==> config.mk <==
export PLATFORM = sky130hd
export DESIGN_NAME = lsu
export DESIGN_NICKNAME = d
export VERILOG_FILES = /design/src/rtl/lsu.sv
export SDC_FILE = /design/constraint.sdc
export NUM_CORES = 1
export LEC_CHECK = 0
export CAP_MARGIN = 20
export CORE_AREA = 5 5 146 148
export CTS_BUF_LIST = sky130_fd_sc_hd__clkbuf_4 sky130_fd_sc_hd__clkbuf_8
export DETAILED_ROUTE_END_ITERATION = 7
export DIE_AREA = 0 0 151 153
export PLACE_DENSITY = 0.62
export SLEW_MARGIN = 20
export SYNTH_ARGS = -nofsm -noshare
export SYNTH_HDL_FRONTEND = slang
export SYNTH_SLANG_ARGS = --single-unit
==> constraint.sdc <==
create_clock -name i_clk -period 1.95 [get_ports i_clk]
set_input_delay 0.195 -clock i_clk [delete_from_list [all_inputs] [get_ports i_clk]]
set_output_delay 0.195 -clock i_clk [all_outputs]
set_load 0.01 [all_outputs]
==> src/rtl/lsu.sv <==
// lsu: load/store unit for the rv32i execute stage.
// Checks alignment of the ALU-computed effective address, issues a single
// outstanding request on a req/ack data-memory port, and returns extended load
// data or performs a byte-lane-masked store. busy stays high until the cycle
// after done so the pipeline stalls for the whole operation.
//
// Ports:
//   i_clk, i_rst           clock, synchronous active-high reset
//   i_req_valid            memory operation presented this cycle
//   i_alucode              ALU_* code; only the 8 load/store codes act
//   i_addr, i_wdata        effective address, store data
//   o_busy                 state not idle
//   o_done, o_fault        completion pulse, misalign/timeout flag
//   o_rdata                load result (0 for stores and faults)
//   o_mem_req/we/addr/wstrb/wdata, i_mem_ack, i_mem_rdata  memory port
module lsu #(
  parameter int unsigned TIMEOUT = 255
) (
  input  logic        i_clk,
  input  logic        i_rst,
  input  logic        i_req_valid,
  input  logic [5:0]  i_alucode,
  input  logic [31:0] i_addr,
  input  logic [31:0] i_wdata,
  output logic        o_busy,
  output logic        o_done,
  output logic        o_fault,
  output logic [31:0] o_rdata,
  output logic        o_mem_req,
  output logic        o_mem_we,
  output logic [31:0] o_mem_addr,
  output logic [3:0]  o_mem_wstrb,
  output logic [31:0] o_mem_wdata,
  input  logic        i_mem_ack,
  input  logic [31:0] i_mem_rdata
);

  // Load/store codes as defined for the core's ALU.
  localparam logic [5:0] ALU_LB  = 6'd18;
  localparam logic [5:0] ALU_LH  = 6'd19;
  localparam logic [5:0] ALU_LW  = 6'd20;
  localparam logic [5:0] ALU_LBU = 6'd21;
  localparam logic [5:0] ALU_LHU = 6'd22;
  localparam logic [5:0] ALU_SB  = 6'd23;
  localparam logic [5:0] ALU_SH  = 6'd24;
  localparam logic [5:0] ALU_SW  = 6'd25;

  // Counter holds the number of ack-less ACCESS cycles already elapsed.
  localparam logic [15:0] CntLast = 16'(TIMEOUT - 1);

  typedef enum logic [1:0] {StIdle, StAccess, StResp, StErr} state_e;

  state_e      r_state, w_state_d;
  logic [15:0] r_cnt, w_cnt_d;
  logic [5:0]  r_op, w_op_d;
  logic [1:0]  r_off, w_off_d;
  logic        r_busy, r_done, r_fault, r_mem_req, r_mem_we;
  logic [31:0] r_rdata, r_mem_addr, r_mem_wdata;
  logic [3:0]  r_mem_wstrb;
  logic        w_busy_d, w_done_d, w_fault_d, w_mem_req_d, w_mem_we_d;
  logic [31:0] w_rdata_d, w_mem_addr_d, w_mem_wdata_d;
  logic [3:0]  w_mem_wstrb_d;

  // Request decode.
  logic        w_is_ls, w_is_store, w_misaligned;
  logic [3:0]  w_wstrb;
  logic [31:0] w_wdata;

  always_comb begin
    w_is_ls      = 1'b0;
    w_is_store   = 1'b0;
    w_misaligned = 1'b0;
    w_wstrb      = 4'b0000;
    w_wdata      = 32'h0;
    case (i_alucode)
      ALU_LB, ALU_LBU: w_is_ls = 1'b1;
      ALU_LH, ALU_LHU: begin
        w_is_ls      = 1'b1;
        w_misaligned = i_addr[0];
      end
      ALU_LW: begin
        w_is_ls      = 1'b1;
        w_misaligned = |i_addr[1:0];
      end
      ALU_SB: begin
        w_is_ls    = 1'b1;
        w_is_store = 1'b1;
        w_wstrb    = 4'b0001 << i_addr[1:0];
        w_wdata    = {4{i_wdata[7:0]}};
      end
      ALU_SH: begin
        w_is_ls      = 1'b1;
        w_is_store   = 1'b1;
        w_misaligned = i_addr[0];
        w_wstrb      = 4'b0011 << i_addr[1:0];
        w_wdata      = {2{i_wdata[15:0]}};
      end
      ALU_SW: begin
        w_is_ls      = 1'b1;
        w_is_store   = 1'b1;
        w_misaligned = |i_addr[1:0];
        w_wstrb      = 4'b1111;
        w_wdata      = i_wdata;
      end
      default: ;
    endcase
  end

  // Load data extraction from the latched op and byte offset.
  logic [31:0] w_shifted, w_load;

  always_comb begin
    w_shifted = i_mem_rdata >> {r_off, 3'b000};
    w_load    = 32'h0;
    case (r_op)
      ALU_LB:  w_load = {{24{w_shifted[7]}}, w_shifted[7:0]};
      ALU_LBU: w_load = {24'h0, w_shifted[7:0]};
      ALU_LH:  w_load = {{16{w_shifted[15]}}, w_shifted[15:0]};
      ALU_LHU: w_load = {16'h0, w_shifted[15:0]};
      ALU_LW:  w_load = w_shifted;
      default: w_load = 32'h0;
    endcase
  end

  always_comb begin
    w_state_d     = r_state;
    w_cnt_d       = r_cnt;
    w_op_d        = r_op;
    w_off_d       = r_off;
    w_rdata_d     = 32'h0;
    w_mem_req_d   = r_mem_req;
    w_mem_we_d    = r_mem_we;
    w_mem_addr_d  = r_mem_addr;
    w_mem_wstrb_d = r_mem_wstrb;
    w_mem_wdata_d = r_mem_wdata;
    unique case (r_state)
      StIdle: begin
        if (i_req_valid && w_is_ls) begin
          if (w_misaligned) begin
            w_state_d = StErr;
          end else begin
            w_state_d     = StAccess;
            w_cnt_d       = 16'h0;
            w_op_d        = i_alucode;
            w_off_d       = i_addr[1:0];
            w_mem_req_d   = 1'b1;
            w_mem_we_d    = w_is_store;
            w_mem_addr_d  = {i_addr[31:2], 2'b00};
            w_mem_wstrb_d = w_wstrb;
            w_mem_wdata_d = w_wdata;
          end
        end
      end
      StAccess: begin
        // Ack takes priority over a timeout in the same cycle.
        if (i_mem_ack || (r_cnt == CntLast)) begin
          w_state_d     = i_mem_ack ? StResp : StErr;
          w_rdata_d     = i_mem_ack ? w_load : 32'h0;
          w_mem_req_d   = 1'b0;
          w_mem_we_d    = 1'b0;
          w_mem_addr_d  = 32'h0;
          w_mem_wstrb_d = 4'b0000;
          w_mem_wdata_d = 32'h0;
        end else begin
          w_cnt_d = r_cnt + 16'd1;
        end
      end
      StResp:  w_state_d = StIdle;
      StErr:   w_state_d = StIdle;
      default: w_state_d = StIdle;
    endcase
    w_busy_d  = (w_state_d != StIdle);
    w_done_d  = (w_state_d == StResp) || (w_state_d == StErr);
    w_fault_d = (w_state_d == StErr);
  end

  always_ff @(posedge i_clk) begin
    if (i_rst) begin
      r_state     <= StIdle;
      r_cnt       <= 16'h0;
      r_op        <= 6'h0;
      r_off       <= 2'b00;
      r_busy      <= 1'b0;
      r_done      <= 1'b0;
      r_fault     <= 1'b0;
      r_rdata     <= 32'h0;
      r_mem_req   <= 1'b0;
      r_mem_we    <= 1'b0;
      r_mem_addr  <= 32'h0;
      r_mem_wstrb <= 4'b0000;
      r_mem_wdata <= 32'h0;
    end else begin
      r_state     <= w_state_d;
      r_cnt       <= w_cnt_d;
      r_op        <= w_op_d;
      r_off       <= w_off_d;
      r_busy      <= w_busy_d;
      r_done      <= w_done_d;
      r_fault     <= w_fault_d;
      r_rdata     <= w_rdata_d;
      r_mem_req   <= w_mem_req_d;
      r_mem_we    <= w_mem_we_d;
      r_mem_addr  <= w_mem_addr_d;
      r_mem_wstrb <= w_mem_wstrb_d;
      r_mem_wdata <= w_mem_wdata_d;
    end
  end

  assign o_busy      = r_busy;
  assign o_done      = r_done;
  assign o_fault     = r_fault;
  assign o_rdata     = r_rdata;
  assign o_mem_req   = r_mem_req;
  assign o_mem_we    = r_mem_we;
  assign o_mem_addr  = r_mem_addr;
  assign o_mem_wstrb = r_mem_wstrb;
  assign o_mem_wdata = r_mem_wdata;

endmodule

==> results.sh, run 1 <==
export IMPL_gp_congestion=0.848
export IMPL_grtUsageTotal_pct=16.4
export IMPL_clock_sinks=129
export IMPL_cpMostUsedCell="buf_4"
export IMPL_cts_reportedPaths_clkPinSlew_ps=70
export IMPL_syn_avg_cell_area_um2=8.58
export IMPL_htree_levels=4
export IMPL_drive_gt1_share_pct=15.1
export IMPL_mostFrequentLayoutCells="clkdlybuf4s50_1, dfxtp_1, a21oi_1"
export IMPL_cts_buffers=17
export IMPL_crit_path_end_kind="flip-flop"
export IMPL_routed_via_density=4.77
export IMPL_detail_route_antenna_nets=0
export IMPL_startpoint_type="input pin"
export IMPL_yosysSeqAreaShare_pct=45.8
export IMPL_dieArea_um2=23100
export IMPL_hold_depth=3
export IMPL_clk_latency_ps=460
export IMPL_antenna_found_initial=0
export IMPL_wire_per_inst_um=16.4
export IMPL_final_common_cell="clkdlybuf4s50_1"
export IMPL_outcome="finished clean"
export IMPL_crit_required_ps=2280
export IMPL_r2r_slack_ps=50
export IMPL_diodes=0
export IMPL_hold_class="in2reg"
export IMPL_timing_rr_end="o_mem_wdata[22]"
export IMPL_reg2reg_from="r_state[0]"
export IMPL_drv_cap=0
export IMPL_period_share_pct=97.9
export IMPL_period_needed_ps=1910
export IMPL_p_per_area_nw_per_um2=648
export IMPL_nets=1001
export IMPL_grt_pass1_wl_um=30100
export IMPL_synth_cell_type_count=56
export IMPL_synth_edf_count=0
export IMPL_die_y_um=153
export IMPL_synthCells=658
export IMPL_rr_worst_depth=7
export IMPL_core_um2=19900
export IMPL_yosysWarnings=0
export IMPL_ys_flop_type="dfxtp_1"
export IMPL_firstDrtPassIters=4
export IMPL_areaGrowthSynthToFinish_pct=58.1
export IMPL_vias=5614
export IMPL_cts_tree="built"
export IMPL_worstMarginPinSlew_ps=532
export IMPL_num_rows=52
export IMPL_seq_power_share_pct=46.7
export IMPL_p_leak_nw=3.11
export IMPL_placed_area_um2=8320
export IMPL_hold_viol_final=0
export IMPL_grt_setup_unrepaired="yes"
export IMPL_drc_errors=0
export IMPL_dpl_hpwl_um=14300
export IMPL_ir_drop_uv=369
export IMPL_drt_wl_total_um=19300
export IMPL_setup_viol=0
export IMPL_slew_headroom_pct=64.5
export IMPL_min_from="i_alucode[3]"
export IMPL_switchingPower_mw=1.51
export IMPL_grt_pass1_vias=5482
export IMPL_grt_start_max_net_pins=43
export IMPL_cts_root_buffer_cell="clkbuf_8"
export IMPL_whs_ps=103
export IMPL_crit_slowest_cell="a2111o_1"
export IMPL_timing_fmax_mhz=524
export IMPL_die_x_um=151
export IMPL_async_reset_ff_share_pct=0
export IMPL_crit_fanout=7
export IMPL_fin_skew_ps=18.9
export IMPL_initial_core_util_pct=28.3
export IMPL_internal_power_mw=4.27
export IMPL_path_cells="dlygate4sd2_1, or3b_4, a2111o_1, buf_4, a22o_4, buf_4, a21oi_1, nor3_1"
export IMPL_port_buffers=208
export IMPL_yosys_register_bits=129
export IMPL_num_io_pins=211
export IMPL_swShare_pct=26.1
export IMPL_worstPathArrival_ps=2240
export IMPL_drt_iter0_drc=261
export IMPL_slew_viol_final=0
export IMPL_worst_path_buf_inv=3
export IMPL_crit_type="in2reg"
export IMPL_netlist_area_um2=5640
export IMPL_max_stage_delay_ps=480
export IMPL_worstHoldEndpoint="r_op[3]"
export IMPL_grt_overflow_total=0
export IMPL_design_area_um2=8920
export IMPL_cts_hold_buf=0
export IMPL_worst_path_dominant_cell_family="compound AO/OA/AOI/OAI gates"
export IMPL_comb_power_share_pct=12.7
export IMPL_cts_max_path_buffers=2
export IMPL_clock_power_share_pct=40.6
repair_timing:
| action | CTS | global route |
|---|---|---|
| buffers inserted | 0 | 7 |
| setup endpoints to repair | 75 | 66 |
| resized for setup | 9 | 24 |
| endpoints found under the hold margin | 0 | 0 |
| pin swaps | 1 | 2 |
flip-flops by register name (all words and copies together), names as in the netlist:
signal       count
r_cnt           16
r_off            2
o_mem_wstrb      4
o_rdata         32
o_mem_addr      30
o_mem_wdata     32
o_done           1
r_op             6
o_busy           1
o_mem_we         1
r_state          2
o_fault          1
o_mem_req        1
Yosys cell counts (3+ instances only):
library cell  count  area share, %
mux2_2           10            2.0
buf_4             7           0.93
mux2i_1          30            5.3
a21oi_1         100            8.9
nand4_1           9            1.0
nor2b_1           4           0.44
and3_1            4           0.44
clkbuf_1         37            2.5
xor2_1           14            2.2
nand3_1          62            5.5
dfxtp_1         129             46
a221oi_1         17            2.6
buf_2            11           0.98
o2bb2ai_1         8            1.2
nand2_1          86            5.7
nand3b_1          3           0.40
nor3_1           20            1.8
inv_1             6           0.40
nand2b_1         10            1.1
a211oi_1          7           0.93
o211ai_1          3           0.40
nor2_1           35            2.3
o21ai_0           7           0.62
per-layer routing:
layer  routed length, µm  track usage, %  part of all wire [%]  vias up
met5                   0               0                     0        -
met4                 445            4.92                   2.3        0
met3                1620            6.04                   8.4       28
met2                8790            25.8                    45      206
met1                8480            20.9                    44     2568
li1                    -               -                     -     2812
stage by stage:
| step | instances | setup slack (ps) | total power [mW] | util, % | TNS (ps) |
|---|---|---|---|---|---|
| 6_report | 1176 | 40.2 | 5.78 | 44.8 | 0 |
| 5_1_grt | 1176 | -21.2 | 6.01 | 44.8 | -38.2 |
| 4_1_cts | 1169 | 0.753 | 5.83 | 44.0 | 0 |
| 3_5_place_dp | 1137 | -600 | 3.46 | 41.8 | -46860 |
| 3_3_place_gp | 1137 | -546 | 3.46 | 41.8 | -42100 |
| 2_1_floorplan | 659 | 6.51 | 3.03 | - | 0 |
power by group through the flow:
stage                     logic (mW)  clock network (mW)  registers [mW]
final                          0.734                2.35            2.70
after global routing           0.784                2.52            2.70
after CTS                      0.714                2.41            2.70
after detailed placement       0.701                   0            2.76
after global placement         0.701                   0            2.76
after floorplan                0.253                   0            2.77
worst min-delay path: cells and delay by family:
| family | cells | cell delay [ps] |
|---|---|---|
| buffers and inverters | 1 | 170 |
| AO/OA/AOI/OAI | 1 | 50 |
| AND/OR/NAND/NOR | 1 | 80 |
kinds of logic (layout without fill, tap and decap cells):
family | count (synthesis) | count (layout) | share of synthesized area (%)
simple gates | 250 | 250 | 21.2
compound gates | 157 | 157 | 17.6
flops | 129 | 129 | 45.8
buf+inv | 63 | 310 | 4.90
mux | 41 | 41 | 7.72
xor+xnor | 15 | 15 | 2.33
fa+ha+maj | 2 | 2 | 0.443
other cells | 1 | 2 | 0.0665
cell type report:
type,instances,area (µm²)
Fill cell,1999,11000
Multi-Input combinational cell,467,2910
Timing Repair Buffer,272,2670
Sequential cell,129,2580
Tap cell,270,338
Clock buffer,18,248
Clock inverter,14,151
Inverter,6,22.5
worst max-delay path by stage:
| stage | start | endpoint | depth (start not counted) |
|---|---|---|---|
| 6_report | i_alucode[2] | o_mem_wdata[11] | 8 |
| 3_3_place_gp | i_alucode[2] | o_mem_wdata[27] | 7 |
| 5_1_grt | r_state[0] | o_mem_wdata[23] | 7 |
| 2_1_floorplan | i_alucode[0] | o_mem_wdata[4] | 8 |
| 3_5_place_dp | i_alucode[2] | o_mem_wdata[28] | 7 |
| 4_1_cts | i_alucode[3] | r_cnt[1] | 7 |
No activity file was read; power rests on OpenSTA's default activity.
==> run 2: changes to the inputs <==
CELL_PAD_IN_SITES_DETAIL_PLACEMENT = 2   (was default)
CELL_PAD_IN_SITES_GLOBAL_PLACEMENT = 2   (was default)
CORE_AREA = 5 5 163 165   (was 5 5 146 148)
DIE_AREA = 0 0 168 170   (was 0 0 151 153)
PLACE_DENSITY = 0.81   (was 0.62)
==> results.sh, run 2 (same netlist as run 1, synthesis figures left out) <==
export IMPL_grt_pass1_wl_um=38400
export IMPL_gp_congestion=0.791
export IMPL_die_x_um=168
export IMPL_ir_drop_uv=348
export IMPL_outcome="finished clean"
export IMPL_drv_cap=0
export IMPL_crit_type="in2reg"
export IMPL_power_mw=5.83
export IMPL_dieArea_um2=28600
export IMPL_port_buffers=208
export IMPL_grt_setup_unrepaired="yes"
export IMPL_drt_iter0_drc=224
export IMPL_cts_reportedPaths_clkPinSlew_ps=90
export IMPL_core_um2=24900
export IMPL_grt_overflow_total=0
export IMPL_hold_viol_final=0
export IMPL_final_common_cell="clkdlybuf4s50_1"
export IMPL_whs_ps=194
export IMPL_clock_sinks=129
export IMPL_dpl_hpwl_um=18200
export IMPL_drive_gt1_share_pct=16.2
export IMPL_mostFrequentLayoutCells="clkdlybuf4s50_1, dfxtp_1, a21oi_1"
export IMPL_cts_max_path_buffers=2
export IMPL_slew_viol_final=0
export IMPL_drt_wl_total_um=24300
export IMPL_worstPathArrival_ps=2230
export IMPL_num_fill_cells=2745
export IMPL_fin_skew_ps=18.0
export IMPL_p_per_area_nw_per_um2=637
export IMPL_drc_errors=0
export IMPL_startpoint_type="input pin"
export IMPL_dp_slack_ps=-698
export IMPL_initial_core_util_pct=22.7
export IMPL_cts_root_buffer_cell="clkbuf_8"
export IMPL_htree_levels=4
export IMPL_antenna_found_initial=1
export IMPL_period_needed_ps=1890
export IMPL_p_leak_nw=3.16
export IMPL_grtUsageTotal_pct=17.0
export IMPL_cts_tree="built"
export IMPL_setup_tns_ps=0
export IMPL_num_io_pins=211
export IMPL_cts_buffers=17
export IMPL_period_share_pct=97.0
export IMPL_routed_via_density=4.79
export IMPL_areaGrowthSynthToFinish_pct=62.1
export IMPL_crit_fanout=12
export IMPL_crit_path_end_kind="flip-flop"
export IMPL_nets=1013
export IMPL_fin_ws_ps=57.8
export IMPL_grt_start_max_net_pins=53
export IMPL_timing_fmax_mhz=528
export IMPL_setup_viol=0
export IMPL_wire_per_inst_um=19.5
export IMPL_vias=5984
export IMPL_hold_class="in2reg"
export IMPL_clk_latency_ps=460
export IMPL_detail_route_antenna_nets=0
export IMPL_die_y_um=170
export IMPL_crit_required_ps=2290
export IMPL_grt_pass1_vias=6687
export IMPL_firstDrtPassIters=4
export IMPL_num_rows=58
[run 2: cell count changes in the layout (fill, tap and decap cells not counted), moves of 3 or more]
cell,delta
clkinv_2,-3
clkinvlp_4,+4
a221oi_1,+3
buf_4,+8
buf_12,+6
a221oi_2,-3
[run 2: final cells by class]
class / instances / area [µm²] / area share [%]
Antenna cell: 1 / 2.50 / 0.0274
Clock buffer: 17 / 234 / 2.56
Clock inverter: 14 / 155 / 1.70
Inverter: 6 / 22.5 / 0.246
Multi-Input combinational cell: 467 / 2920 / 31.9
Sequential cell: 129 / 2580 / 28.2
Tap cell: 330 / 413 / 4.51
Timing Repair Buffer: 284 / 2820 / 30.8
[run 2: stage by stage]
step	cell area [µm²]	util, %	cells
global route	9150	36.7	1248
global placement	8590	34.5	1213
finish	9150	36.7	1248
CTS	9100	36.6	1247
floorplan	5650	-	659
detailed placement	8590	34.5	1213
[run 2: path summary, 6_finish.rpt]
path                 from               to  slack, ps  cells after the start
max          i_alucode[1]  o_mem_wdata[23]         60                      9
min reg2reg       r_op[3]          r_op[3]        460                      2
max reg2reg    r_state[0]         r_cnt[1]         90                      6
min          i_alucode[2]          r_op[2]        190                      3
[run 2: power by group]
part / internal [mW] / switching, mW / total (mW)
Combinational: 0.422 / 0.348 / 0.770
Sequential: 2.67 / 0.0267 / 2.70
Clock: 1.15 / 1.21 / 2.35
[run 2: repair_timing]
item                       4_1_cts  5_1_grt
pin swaps                        6        6
buffers inserted                 3        0
setup endpoints to repair       75       91
resized for setup               22        8
hold buffers                     0        0
[run 2: critical path, stage by stage]
cell	delay [ps]
clkdlybuf4s50_1	460
or3b_4	440
buf_4	160
o311a_1	170
a22o_4	330
buf_12	140
buf_12	130
a21oi_1	130
nor3_1	60
[run 2: layer usage]
layer | global-route usage, % | share of wire [%] | up-vias
met5 | 0 | 0 | -
met4 | 4.66 | 1.3 | 0
met3 | 5.60 | 7.0 | 28
met2 | 30.6 | 50 | 187
met1 | 19.3 | 42 | 2933
li1 | - | - | 2836
==> run 3: changes to the inputs <==
ABC_AREA = 1   (was default)
CORE_AREA = 2 2 171 173   (was 5 5 163 165)
DIE_AREA = 0 0 173 175   (was 0 0 168 170)
PLACE_DENSITY = 0.82   (was 0.81)
==> results.sh, run 3 <==
export IMPL_outcome="finished clean"
export IMPL_crit_slowest_cell="dfxtp_4"
export IMPL_fin_skew_ps=24.4
export IMPL_clk_latency_ps=450
export IMPL_multi_input_comb_area_um2=3170
export IMPL_slew_viol_final=0
export IMPL_num_io_pins=211
export IMPL_nets=1245
export IMPL_yosys_register_bits=129
export IMPL_timing_fmax_mhz=548
export IMPL_slew_headroom_pct=55.5
export IMPL_cpMostUsedCell="nand2_1"
export IMPL_drt_iter0_drc=260
export IMPL_netlist_area_um2=6420
export IMPL_setup_viol=0
export IMPL_cts_root_buffer_cell="clkbuf_8"
export IMPL_design_area_um2=9800
export IMPL_dieArea_um2=30300
export IMPL_fin_ws_ps=125
export IMPL_cts_max_path_buffers=2
export IMPL_grtUsageTotal_pct=17.1
export IMPL_netlist_area_leader_share_pct=40.2
export IMPL_drt_wl_total_um=26900
export IMPL_final_common_cell="clkdlybuf4s50_1"
export IMPL_p_leak_nw=3.84
export IMPL_crit_type="reg2reg"
export IMPL_placed_area_um2=9150
export IMPL_num_rows=62
export IMPL_syn_avg_cell_area_um2=7.08
export IMPL_grt_pass1_wl_um=41500
export IMPL_grt_start_max_net_pins=57
export IMPL_grt_pass1_vias=7701
export IMPL_highest_layer="met4"
export IMPL_grt_overflow_total=0
export IMPL_synth_edf_count=0
export IMPL_power_mw=5.99
export IMPL_cts_reportedPaths_clkPinSlew_ps=80
export IMPL_die_x_um=173
export IMPL_firstDrtPassIters=4
export IMPL_drv_cap=0
export IMPL_ys_flop_type="dfxtp_1"
export IMPL_yosysWarnings=0
export IMPL_cts_buffers=17
export IMPL_drt_met1_wl_um=12000
export IMPL_antenna_found_initial=0
export IMPL_period_needed_ps=1830
export IMPL_core_um2=28400
export IMPL_synthCells=907
export IMPL_gp_congestion=0.796
export IMPL_hold_viol_final=0
export IMPL_async_reset_ff_share_pct=0
export IMPL_num_fill_cells=3320
export IMPL_startpoint_type="flip-flop"
export IMPL_rr_worst_depth=12
export IMPL_crit_path_end_kind="flip-flop"
export IMPL_diodes=0
export IMPL_synthTopCellsByArea="dfxtp_1, nand2_1, a21oi_1, nand3_1, inv_1"
export IMPL_wl_met3_um=1290
export IMPL_hold_class="in2reg"
export IMPL_dpl_hpwl_um=19400
export IMPL_synth_cell_type_count=38
export IMPL_cts_hold_buf=0
export IMPL_clock_sinks=129
export IMPL_initial_core_util_pct=22.6
export IMPL_vias=7070
export IMPL_die_y_um=175
export IMPL_worstPathArrival_ps=2200
export IMPL_max_stage_delay_ps=370
export IMPL_crit_required_ps=2320
export IMPL_wire_per_inst_um=17.5
export IMPL_detail_route_antenna_nets=0
export IMPL_drc_errors=0
export IMPL_fin_util_pct=34.5
export IMPL_yosysTopAreaCell="dfxtp_1"
export IMPL_mostFrequentLayoutCells="clkdlybuf4s50_1, nand2_1, dfxtp_1"
export IMPL_whs_ps=249
export IMPL_hold_depth=5
export IMPL_period_share_pct=93.6
export IMPL_port_buffers=208
export IMPL_netlist_top_cells_count="nand2_1, dfxtp_1, a21oi_1"
export IMPL_routed_via_density=4.61
export IMPL_dp_slack_ps=-331
export IMPL_htree_levels=4
export IMPL_synth_most_common_cell="nand2_1"
export IMPL_p_per_area_nw_per_um2=611
export IMPL_seq_area_um2=2590
export IMPL_drive_gt1_share_pct=13.4
export IMPL_crit_fanout=14
export IMPL_wl_met2_um=13300
export IMPL_cts_tree="built"
export IMPL_areaGrowthSynthToFinish_pct=52.7
export IMPL_path_cells="inv_1, ha_1, nand2_1, nor2_1, nand3_1, nand2_2, buf_4, nor2_4, o21bai_4, buf_12, nand2_1, a21oi_1"
export IMPL_yosysSeqAreaShare_pct=40.2
export IMPL_ir_drop_uv=342
export IMPL_worstMarginPinSlew_ps=668
==> run 3: cell count changes after synthesis, moves of 11 or more <==
| cell | before | now |
|---|---|---|
| o21ai_0 | 7 | 56 |
| nor2_1 | 35 | 81 |
| nand3_1 | 62 | 92 |
| mux2i_1 | 30 | 1 |
| inv_1 | 6 | 94 |
| nand3_2 | 0 | 31 |
| clkbuf_1 | 37 | 25 |
| nor3_1 | 20 | 9 |
| nand2_1 | 86 | 181 |
| a221oi_1 | 17 | 0 |
==> run 3: final cells by class <==
cell class | instances | area share [%]
multi-input cells | 621 | 32.4
repair buffers | 269 | 28.1
clock buffers | 18 | 2.53
well taps | 384 | 4.90
flip-flops and latches | 129 | 26.4
clock inverters | 14 | 1.77
inverters | 99 | 3.91
==> run 3: critical path: cells and delay by family (launching register included) <==
family	cells	cell delay (ps)
DFF	1	370
adders and majority gates	1	200
buffers and inverters	3	380
and+or+nand+nor	6	480
AOI/OAI and AO/OA	2	310
==> run 3: worst paths after layout <==
kind	start	endpoint	slack (ps)
setup / recovery	r_cnt[0]	r_cnt[4]	120
hold / removal	i_rst	o_rdata[16]	250
setup reg to reg	r_cnt[0]	r_cnt[4]	120
hold reg to reg	r_op[5]	r_op[5]	450
==> run 3: per-stage QoR <==
step	setup TNS (ps)	cells
after floorplan	0	908
after global placement	-9730	1493
after detailed placement	-21020	1493
after CTS	0	1526
after global routing	-435	1534
final	0	1534
==> run 3: cells by family (layout without fill, tap and decap cells) <==
logic type | Yosys count | count (layout) | synth area share (%)
DFF | 129 | 129 | 40.2
other | 1 | 2 | 0.0584
AOI/OAI and AO/OA | 189 | 189 | 15.7
xor gates and xnor gates | 11 | 11 | 1.50
and+or+nand+nor | 416 | 416 | 31.0
adders and majority gates | 2 | 2 | 0.390
buffers and inverters | 158 | 400 | 11.0
muxes | 1 | 1 | 0.156
==> run 3: routing by layer <==
metal  GRT usage [%]  up-vias
li1                -     3401
met1            20.8     3488
met2            30.5      164
met3            4.16       17
met4            4.06        0
met5               0        -
==> run 3: repair_timing <==
action                                  CTS  global route
endpoints found under the setup margin    3           101
pin swaps                                 0             1
gates cloned                              0             6
buffers inserted                          1             2
gates resized for setup                   1            19
==> run 3: where the power goes <==
part           switching, mW  total, mW  leakage (nW)  internal, mW
Sequential            0.0249       2.69          1.04          2.67
Combinational          0.366      0.736          2.58         0.370
Clock                   1.25       2.56         0.215          1.32
Total                   1.64       5.99          3.84          4.36
